==> src/rtl/fltflt_pkg.sv <==
// Shared types and constants for the binary16 golden-reference adder.
// Optional FLTFLT_SUB_EN build (see fltflt_adder) uses lzc_sig for renormalisation.
package fltflt_pkg;

    localparam int EXP_W   = 5;
    localparam int FRAC_W  = 10;
    localparam int SIG_W   = 11;
    localparam int EXP_MAX = 31;

    // Byte offsets from OP_ADDR; every 16-bit value is stored MSB first.
    localparam int OFF_F1_MSB  = 0;
    localparam int OFF_F1_LSB  = 1;
    localparam int OFF_F2_MSB  = 2;
    localparam int OFF_F2_LSB  = 3;
    localparam int OFF_RES_MSB = 4;
    localparam int OFF_RES_LSB = 5;

    typedef enum logic [3:0] {
        S_IDLE,
        S_RD0,
        S_RD1,
        S_RD2,
        S_RD3,
        S_ALIGN,
        S_ADD,
        S_NORM,
        S_WR0,
        S_WR1,
        S_DONE
    } state_t;

    // Leading-zero count of an 11-bit significand (returns SIG_W when zero).
    function automatic logic [3:0] lzc_sig(input logic [SIG_W-1:0] v);
        logic [3:0] n;
        logic       found;
        n     = 4'(SIG_W);
        found = 1'b0;
        for (int i = SIG_W - 1; i >= 0; i--) begin
            if (!found && v[i]) begin
                n     = 4'(SIG_W - 1 - i);
                found = 1'b1;
            end
        end
        return n;
    endfunction

endpackage

==> src/rtl/fltflt_if.sv <==
// Start/done handshake between the controlling bench and the adder engine.
interface fltflt_if;
    logic start;
    logic done;

    modport master (output start, input  done);
    modport slave  (input  start, output done);
endinterface

==> src/rtl/fltflt_mem.sv <==
// Byte-wide data memory: synchronous write, asynchronous read, no reset.
module fltflt_mem #(
    parameter int DEPTH = 256,
    parameter int AW    = 8
) (
    input  logic          clk,
    input  logic          we,
    input  logic [AW-1:0] waddr,
    input  logic [7:0]    wdata,
    input  logic [AW-1:0] raddr,
    output logic [7:0]    rdata
);

    logic [7:0] mem_core [0:DEPTH-1];

    always_ff @(posedge clk) begin
        if (we) begin
            mem_core[waddr] <= wdata;
        end
    end

    assign rdata = mem_core[raddr];

endmodule

==> src/rtl/fltflt_adder.sv <==
// Binary16 truncating adder reading/writing its operands in an embedded memory.
// Define FLTFLT_SUB_EN to subtract magnitudes when signs differ.
module fltflt_adder
    import fltflt_pkg::*;
#(
    parameter int OP_ADDR   = 128,
    parameter int MEM_DEPTH = 256
) (
    input  logic     clk,
    input  logic     reset,
    fltflt_if.slave  ctl
);

    localparam int AW = $clog2(MEM_DEPTH);

    function automatic logic [AW-1:0] addr_of(input int off);
        return AW'(OP_ADDR + off);
    endfunction

    state_t             state_q, state_d;
    logic [15:0]        op1_q, op1_d;
    logic [15:0]        op2_q, op2_d;
    logic [SIG_W-1:0]   big_sig_q, big_sig_d;
    logic [SIG_W-1:0]   small_sig_q, small_sig_d;
    logic [EXP_W-1:0]   exp_q, exp_d;
    logic               sign_q, sign_d;
    logic               sub_q, sub_d;
    logic [SIG_W:0]     sum_q, sum_d;
    logic [15:0]        res_q, res_d;

    logic               mem_we;
    logic [AW-1:0]      mem_waddr;
    logic [7:0]         mem_wdata;
    logic [AW-1:0]      mem_raddr;
    logic [7:0]         mem_rdata;

    fltflt_mem #(.DEPTH(MEM_DEPTH), .AW(AW)) data_mem1 (
        .clk   (clk),
        .we    (mem_we),
        .waddr (mem_waddr),
        .wdata (mem_wdata),
        .raddr (mem_raddr),
        .rdata (mem_rdata)
    );

    // Alignment: order by magnitude, flt1 winning ties, so the same ordering serves both builds.
    logic [EXP_W-1:0] e1, e2, exp_diff;
    logic [SIG_W-1:0] s1, s2, big_sig, small_raw, small_al;
    logic             f1_big, eff_sub, res_sign;

    assign e1        = op1_q[14:10];
    assign e2        = op2_q[14:10];
    assign s1        = {|e1, op1_q[FRAC_W-1:0]};
    assign s2        = {|e2, op2_q[FRAC_W-1:0]};
    assign f1_big    = op1_q[14:0] >= op2_q[14:0];
    assign exp_diff  = f1_big ? (e1 - e2) : (e2 - e1);
    assign big_sig   = f1_big ? s1 : s2;
    assign small_raw = f1_big ? s2 : s1;
    assign small_al  = (exp_diff >= EXP_W'(SIG_W)) ? '0 : (small_raw >> exp_diff);

`ifdef FLTFLT_SUB_EN
    assign eff_sub  = op1_q[15] ^ op2_q[15];
    assign res_sign = f1_big ? op1_q[15] : op2_q[15];
`else
    assign eff_sub  = 1'b0;
    assign res_sign = op1_q[15];
`endif

    logic [EXP_W:0]    norm_exp;
    logic [FRAC_W-1:0] norm_frac;
    logic [15:0]       norm_res;
    logic              norm_zero;
    logic [3:0]        lz;

    always_comb begin
        lz        = '0;
        norm_zero = (sum_q == '0);
        norm_exp  = {1'b0, exp_q};
        norm_frac = sum_q[FRAC_W-1:0];
        if (sum_q[SIG_W]) begin
            norm_frac = sum_q[SIG_W-1:1];
            norm_exp  = norm_exp + 1'b1;
        end
`ifdef FLTFLT_SUB_EN
        if (sub_q) begin
            // Left-normalise, but never drive the exponent field below zero.
            lz = lzc_sig(sum_q[SIG_W-1:0]);
            if ({2'b00, lz} < norm_exp) begin
                norm_frac = sum_q[FRAC_W-1:0] << lz;
                norm_exp  = norm_exp - (EXP_W+1)'(lz);
            end else begin
                norm_frac = sum_q[FRAC_W-1:0] << norm_exp;
                norm_exp  = '0;
            end
        end
        if (norm_zero && sub_q) begin
            norm_res = 16'h0000;
        end else
`endif
        if (norm_zero) begin
            norm_res = {sign_q, 15'b0};
        end else if (norm_exp >= (EXP_W+1)'(EXP_MAX)) begin
            norm_res = {sign_q, 5'(EXP_MAX), 10'b0};
        end else begin
            norm_res = {sign_q, norm_exp[EXP_W-1:0], norm_frac};
        end
    end

    always_comb begin
        state_d     = state_q;
        op1_d       = op1_q;
        op2_d       = op2_q;
        big_sig_d   = big_sig_q;
        small_sig_d = small_sig_q;
        exp_d       = exp_q;
        sign_d      = sign_q;
        sub_d       = sub_q;
        sum_d       = sum_q;
        res_d       = res_q;
        mem_we      = 1'b0;
        mem_waddr   = addr_of(OFF_RES_MSB);
        mem_wdata   = 8'h00;
        mem_raddr   = addr_of(OFF_F1_MSB);

        case (state_q)
            S_IDLE: if (!ctl.start) state_d = S_RD0;
            S_RD0: begin
                mem_raddr   = addr_of(OFF_F1_MSB);
                op1_d[15:8] = mem_rdata;
                state_d     = S_RD1;
            end
            S_RD1: begin
                mem_raddr   = addr_of(OFF_F1_LSB);
                op1_d[7:0]  = mem_rdata;
                state_d     = S_RD2;
            end
            S_RD2: begin
                mem_raddr   = addr_of(OFF_F2_MSB);
                op2_d[15:8] = mem_rdata;
                state_d     = S_RD3;
            end
            S_RD3: begin
                mem_raddr   = addr_of(OFF_F2_LSB);
                op2_d[7:0]  = mem_rdata;
                state_d     = S_ALIGN;
            end
            S_ALIGN: begin
                big_sig_d   = big_sig;
                small_sig_d = small_al;
                exp_d       = f1_big ? e1 : e2;
                sign_d      = res_sign;
                sub_d       = eff_sub;
                state_d     = S_ADD;
            end
            S_ADD: begin
                sum_d   = sub_q ? ({1'b0, big_sig_q} - {1'b0, small_sig_q})
                                : ({1'b0, big_sig_q} + {1'b0, small_sig_q});
                state_d = S_NORM;
            end
            S_NORM: begin
                res_d   = norm_res;
                state_d = S_WR0;
            end
            S_WR0: begin
                mem_we    = 1'b1;
                mem_waddr = addr_of(OFF_RES_MSB);
                mem_wdata = res_q[15:8];
                state_d   = S_WR1;
            end
            S_WR1: begin
                mem_we    = 1'b1;
                mem_waddr = addr_of(OFF_RES_LSB);
                mem_wdata = res_q[7:0];
                state_d   = S_DONE;
            end
            S_DONE: if (ctl.start) state_d = S_IDLE;
            default: state_d = S_IDLE;
        endcase
    end

    always_ff @(posedge clk) begin
        if (reset) begin
            state_q     <= S_IDLE;
            op1_q       <= '0;
            op2_q       <= '0;
            big_sig_q   <= '0;
            small_sig_q <= '0;
            exp_q       <= '0;
            sign_q      <= 1'b0;
            sub_q       <= 1'b0;
            sum_q       <= '0;
            res_q       <= '0;
        end else begin
            state_q     <= state_d;
            op1_q       <= op1_d;
            op2_q       <= op2_d;
            big_sig_q   <= big_sig_d;
            small_sig_q <= small_sig_d;
            exp_q       <= exp_d;
            sign_q      <= sign_d;
            sub_q       <= sub_d;
            sum_q       <= sum_d;
            res_q       <= res_d;
        end
    end

    assign ctl.done = (state_q == S_DONE);

endmodule

==> src/flat_wrapper.sv <==
// flat-port wrapper written by rule: the top's interface ports become plain ports
module fltflt_adder_flat import fltflt_pkg::*;
#(
    parameter int OP_ADDR   = 128,
    parameter int MEM_DEPTH = 256
)
  (clk, reset, ctl_start, ctl_done);
  fltflt_if ctl_i ();
  input  logic clk;
  input  logic reset;
  input wire logic [$bits(ctl_i.start)-1:0] ctl_start;
  output wire logic [$bits(ctl_i.done)-1:0] ctl_done;
  assign ctl_i.start = ctl_start;
  assign ctl_done = ctl_i.done;
  fltflt_adder #(.OP_ADDR(OP_ADDR), .MEM_DEPTH(MEM_DEPTH)) u_core (.clk(clk), .reset(reset), .ctl(ctl_i));
endmodule
==> config.mk <==
export PLATFORM = sky130hd
export DESIGN_NAME = fltflt_adder_flat
export DESIGN_NICKNAME = d
export VERILOG_FILES = /design/src/rtl/fltflt_pkg.sv /design/src/rtl/fltflt_if.sv /design/src/rtl/fltflt_mem.sv /design/src/rtl/fltflt_adder.sv /design/src/flat_wrapper.sv
export SDC_FILE = /design/constraint.sdc
export NUM_CORES = 1
export LEC_CHECK = 0
export BUFFER_PORTS_ARGS = -buffer_cell sky130_fd_sc_hd__buf_4
export CORE_AREA = 2 2 39 41
export DETAILED_ROUTE_END_ITERATION = 7
export DIE_AREA = 0 0 41 43
export PLACE_DENSITY = 0.4
export SETUP_SLACK_MARGIN = 0.02
export SYNTH_ARGS = -nofsm -noshare
export SYNTH_HDL_FRONTEND = slang
export SYNTH_HIERARCHICAL = 1
export SYNTH_SLANG_ARGS = --single-unit
==> constraint.sdc <==
create_clock -name clk -period 1 [get_ports clk]
set_input_delay 0.05 -clock clk [delete_from_list [all_inputs] [get_ports clk]]
set_output_delay 0.05 -clock clk [all_outputs]
set_load 0.01 [all_outputs]
Yosys cells after proc, flatten, opt, wreduce, memory -nomap -nowiden --
Cells that the tools add are included.
Storage, ports and cells: flip-flop bits (word level) 4, input port bits 3, output and inout port bits 1, logic and storage cells 18
Cells by class: equal/unequal tests 12, mux-type cells 3, reduce and logical (&&, ||, !) cells 2
Operators with widths (count):
- $pmux 4 s11 | 1
- $eq 4x3->1 const B | 4
- $eq 4x4->1 const B | 3
- $eq 4x2->1 const B | 2
- $mux 4 | 2
- $eq 4x1->1 const B | 1
- $logic_not 4->1 | 1
- $ne 2x2->1 const B | 2
- $reduce_and 2->1 | 1

Logic depth before layout (Yosys ltp) --
depth after elaboration 3, depth in mapped cells 3

Least setup slack after synthesis --
No wires, ideal clock.
path kind flip-flop to flip-flop, from reg u_core.state_q[1], to reg u_core.state_q[0], setup time 0.126 ns, data arrival time 0.763 ns, path slack 0.110 ns, stages on the path, launching flop included 4, buffers on the path 1, cells stage by stage dfxtp_1 > buf_4 > nor4b_1 > nor4b_1
On the way: word-level cells in the longest chain between the ends 3
RTL lines:
- start, declared | line fltflt_adder.sv:20 | state_t state_q, state_d;
- start signal, assigned | line fltflt_adder.sv:194 | state_q <= state_d;
- $eq 4x4->1 or $logic_not 4->1 (tied branches) | line fltflt_adder.sv:125 | case (state_q)
- $ne 2x2->1 (no line)
- $reduce_and 2->1 (no line)
Several ways; a longest one is shown, not always the timed one. A chain may end at the register's enable or synchronous reset.

Worst setup path after layout --
from reg u_core.state_q[2], to out ctl_done
On the way: word-level cells in the longest chain between the ends 1
RTL lines:
- $eq 4x4->1 | line fltflt_adder.sv:207 | assign ctl.done = (state_q == S_DONE);
- end, declared | line flat_wrapper.sv:12 | output wire logic [$bits(ctl_i.done)-1:0] ctl_done;
Every way passes these cells.

==> flow_metrics.env <==
export IMPL_drive_gt1_share_pct=65.52
export IMPL_tightestPinTransition_ps=239.2
export IMPL_grt_overflow_total=0
export IMPL_fin_worst_skew_ps=8.410
export IMPL_worst_path_max_fanout=2
export IMPL_port_buffers=3
export IMPL_synth_top_area_share_pct=38.79
export IMPL_cp_start_kind="flop"
export IMPL_synth_seq_cells=4
export IMPL_reg2reg_from="u_core/state_q[2]$_SDFFE_PP0P_"
export IMPL_die_area_sq_um=1763
export IMPL_ant_nets=0
export IMPL_cts_root_buf="clkbuf_4"
export IMPL_diodes=0
export IMPL_start_util_pct=14.92
export IMPL_status="finished with violations"
export IMPL_clock_sinks=4
export IMPL_critical_path_class="flop to output pin"
export IMPL_nets=34
export IMPL_regMostFlops="u_core/state_q"
export IMPL_maxSlewViolCount=0
export IMPL_synth_cells=19
export IMPL_worstHoldStart="ctl_start"
export IMPL_max_freq_mhz=990.9
export IMPL_max_stage_delay_ps=330
export IMPL_synth_most_common_cell="dfxtp_1"
export IMPL_mappedNetlistArea_sq_um=206.4
export IMPL_fp_dieH_um=43
export IMPL_detailed_place_hpwl_um=287.4
export IMPL_p_total_uw=477.5
export IMPL_max_vdd_ir_drop_v=0.0005766
export IMPL_critPathArrivalTime_ps=960
export IMPL_coreArea_sq_um=1384
export IMPL_num_io_pins=4
export IMPL_cts_buffer_depth=2
export IMPL_synth_common_cells="dfxtp_1, nor4b_1, o2bb2ai_1"
export IMPL_synth_area_top_cells="dfxtp_1, nor4b_1, o2bb2ai_1"
export IMPL_final_hold_violation_count=0
export IMPL_wl_per_cell_um=11.87
export IMPL_synth_fp_nets=22
export IMPL_tritoncts="built"
export IMPL_hold_class="primary input to flop"
export IMPL_drcViolationCount=0
export IMPL_whs_path_depth=3
export IMPL_final_cells=45
export IMPL_rrSetupSlack_ps=30
export IMPL_max_cap_viol_count=0
export IMPL_drtPass1Iterations=4
export IMPL_path_clk_slew_ps=40
export IMPL_fin_crit_sh_pct=100.9
export IMPL_grtUsageTotal_pct=8.032
export IMPL_place_ws_ps=84.19
export IMPL_cp_required_ps=950
export IMPL_place_gp_congestion=0.6508
export IMPL_rows=14
export IMPL_hold_end="u_core/state_q[3]$_SDFFE_PP0P_"
export IMPL_cp_slowest_cell="dfxtp_4"
export IMPL_endpoint_kind="output pin"
export IMPL_power_leakage_nw=0.1284
export IMPL_clk_latency_ps=240
export IMPL_min_period_ps=1009
export IMPL_grt_pass1_wl_um=897
export IMPL_wirelength_um=534
export IMPL_htreeDepth=1
export IMPL_r2r_end="u_core/state_q[0]$_SDFFE_PP0P_"
export IMPL_ys_flop_type="dfxtp_1"
export IMPL_slew_headroom_pct=84.01
export IMPL_grt_max_degree=9
export IMPL_r2r_worst_path_cells=3
export IMPL_routed_via_density=4.444
export IMPL_finalWorstSetupSlack_ps=-9.166
export IMPL_placed_area_sq_um=241.5
export IMPL_syn_avg_cell_area_sq_um=10.87
export IMPL_synthArstFlopShare_pct=0
export IMPL_violations="setup timing"
export IMPL_place_inst=37
export IMPL_design_area_sq_um=349.1
export IMPL_yosys_cell_types_count=14
export IMPL_setup_violations=1
export IMPL_synth_edf_count=0
export IMPL_synth_top_cell_by_area="dfxtp_1"
export IMPL_syn2layout_area_growth_pct=69.09
export IMPL_cts_buffers=3
export IMPL_synth_yosys_seq_area_share_pct=38.79
export IMPL_reg_top3="u_core/state_q: 4 flops"
export IMPL_crit_chain="and4bb_2, buf_4"
export IMPL_antenna_found_initial=0
export IMPL_grt_pass1_vias=214
export IMPL_largest_reg_flops=4
export IMPL_vias=200
export IMPL_die_x_um=41
export IMPL_yosys_warnings=6
export IMPL_power_density_nw_per_um2=1368
export IMPL_first_iter_violations=1
export IMPL_rsz0062_at_grt="true"
[routing by layer]
metal / vias up / routed length [um] / global-route usage, %
met4: 0 / 0 / 8.000
li1: 101 / - / -
met1: 93 / 237 / 9.003
met2: 6 / 279 / 10.63
met3: 0 / 17 / 3.141
met5: - / 0 / 0
[cell families after synthesis]
group	synth area share, %
flops	38.79
simple gates	26.06
buf+inv	3.638
compound gates	31.51
[how the worst max path moves through the flow]
stage	startpoint	endpoint	slack (ps)	cells past startpoint
after detailed placement	u_core/state_q[1]$_SDFFE_PP0P_	u_core/state_q[0]$_SDFFE_PP0P_	80	2
after floorplan	u_core/state_q[1]$_SDFFE_PP0P_	u_core/state_q[0]$_SDFFE_PP0P_	110	3
final	u_core/state_q[2]$_SDFFE_PP0P_	ctl_done	-9	2
after CTS	u_core/state_q[2]$_SDFFE_PP0P_	ctl_done	-20	2
after global placement	u_core/state_q[2]$_SDFFE_PP0P_	u_core/state_q[2]$_SDFFE_PP0P_	80	2
after global routing	u_core/state_q[2]$_SDFFE_PP0P_	ctl_done	-40	2
[layout by cell type, fill, tap and decap left out]
cell           instances
a211oi_2               2
a21bo_1                1
a21o_1                 1
and4bb_2               1
buf_12                 1
buf_4                  6
clkbuf_4               3
dfxtp_4                4
dlygate4sd3_1          1
nand3b_1               1
nand4b_1               1
nor3b_1                1
nor4b_2                2
o21ai_0                1
o21ai_1                1
o2bb2ai_1              2
[power by group]
group	internal, mW	total (mW)	switching (mW)
logic	0.0534	0.0916	0.0382
clock network	0.135	0.210	0.0748
registers	0.167	0.176	0.00955
[worst max-delay path: cells and delay by family, from the launching register on]
family | cells | cell delay [ps]
buffers and inverters | 1 | 110
DFF | 1 | 330
and+or+nand+nor | 1 | 270
[area by class of cell]
type | instances | area (sq um)
Clock buffer | 3 | 22.52
Tap cell | 16 | 20.02
Multi-Input combinational cell | 14 | 136.4
Timing Repair Buffer | 8 | 75.07
Fill cell | 148 | 1035
Sequential cell | 4 | 95.09
[stage by stage]
step	util, %	setup TNS (ps)	hold slack (ps)
finish	25.23	-9.166	118.9
global route	25.23	-64.31	121.1
CTS	24.41	-20.11	102.8
detailed placement	17.45	0	254.5
global placement	17.45	0	255.1
floorplan	-	0	114.6
[what timing repair did]
item,4_1_cts,5_1_grt
buffers inserted,4,0
endpoints found under the hold margin,1,0
hold buffers,1,0
gates resized for setup,9,2
endpoints found under the setup margin,1,3
Note: power is estimated with default switching activity, not from simulation.
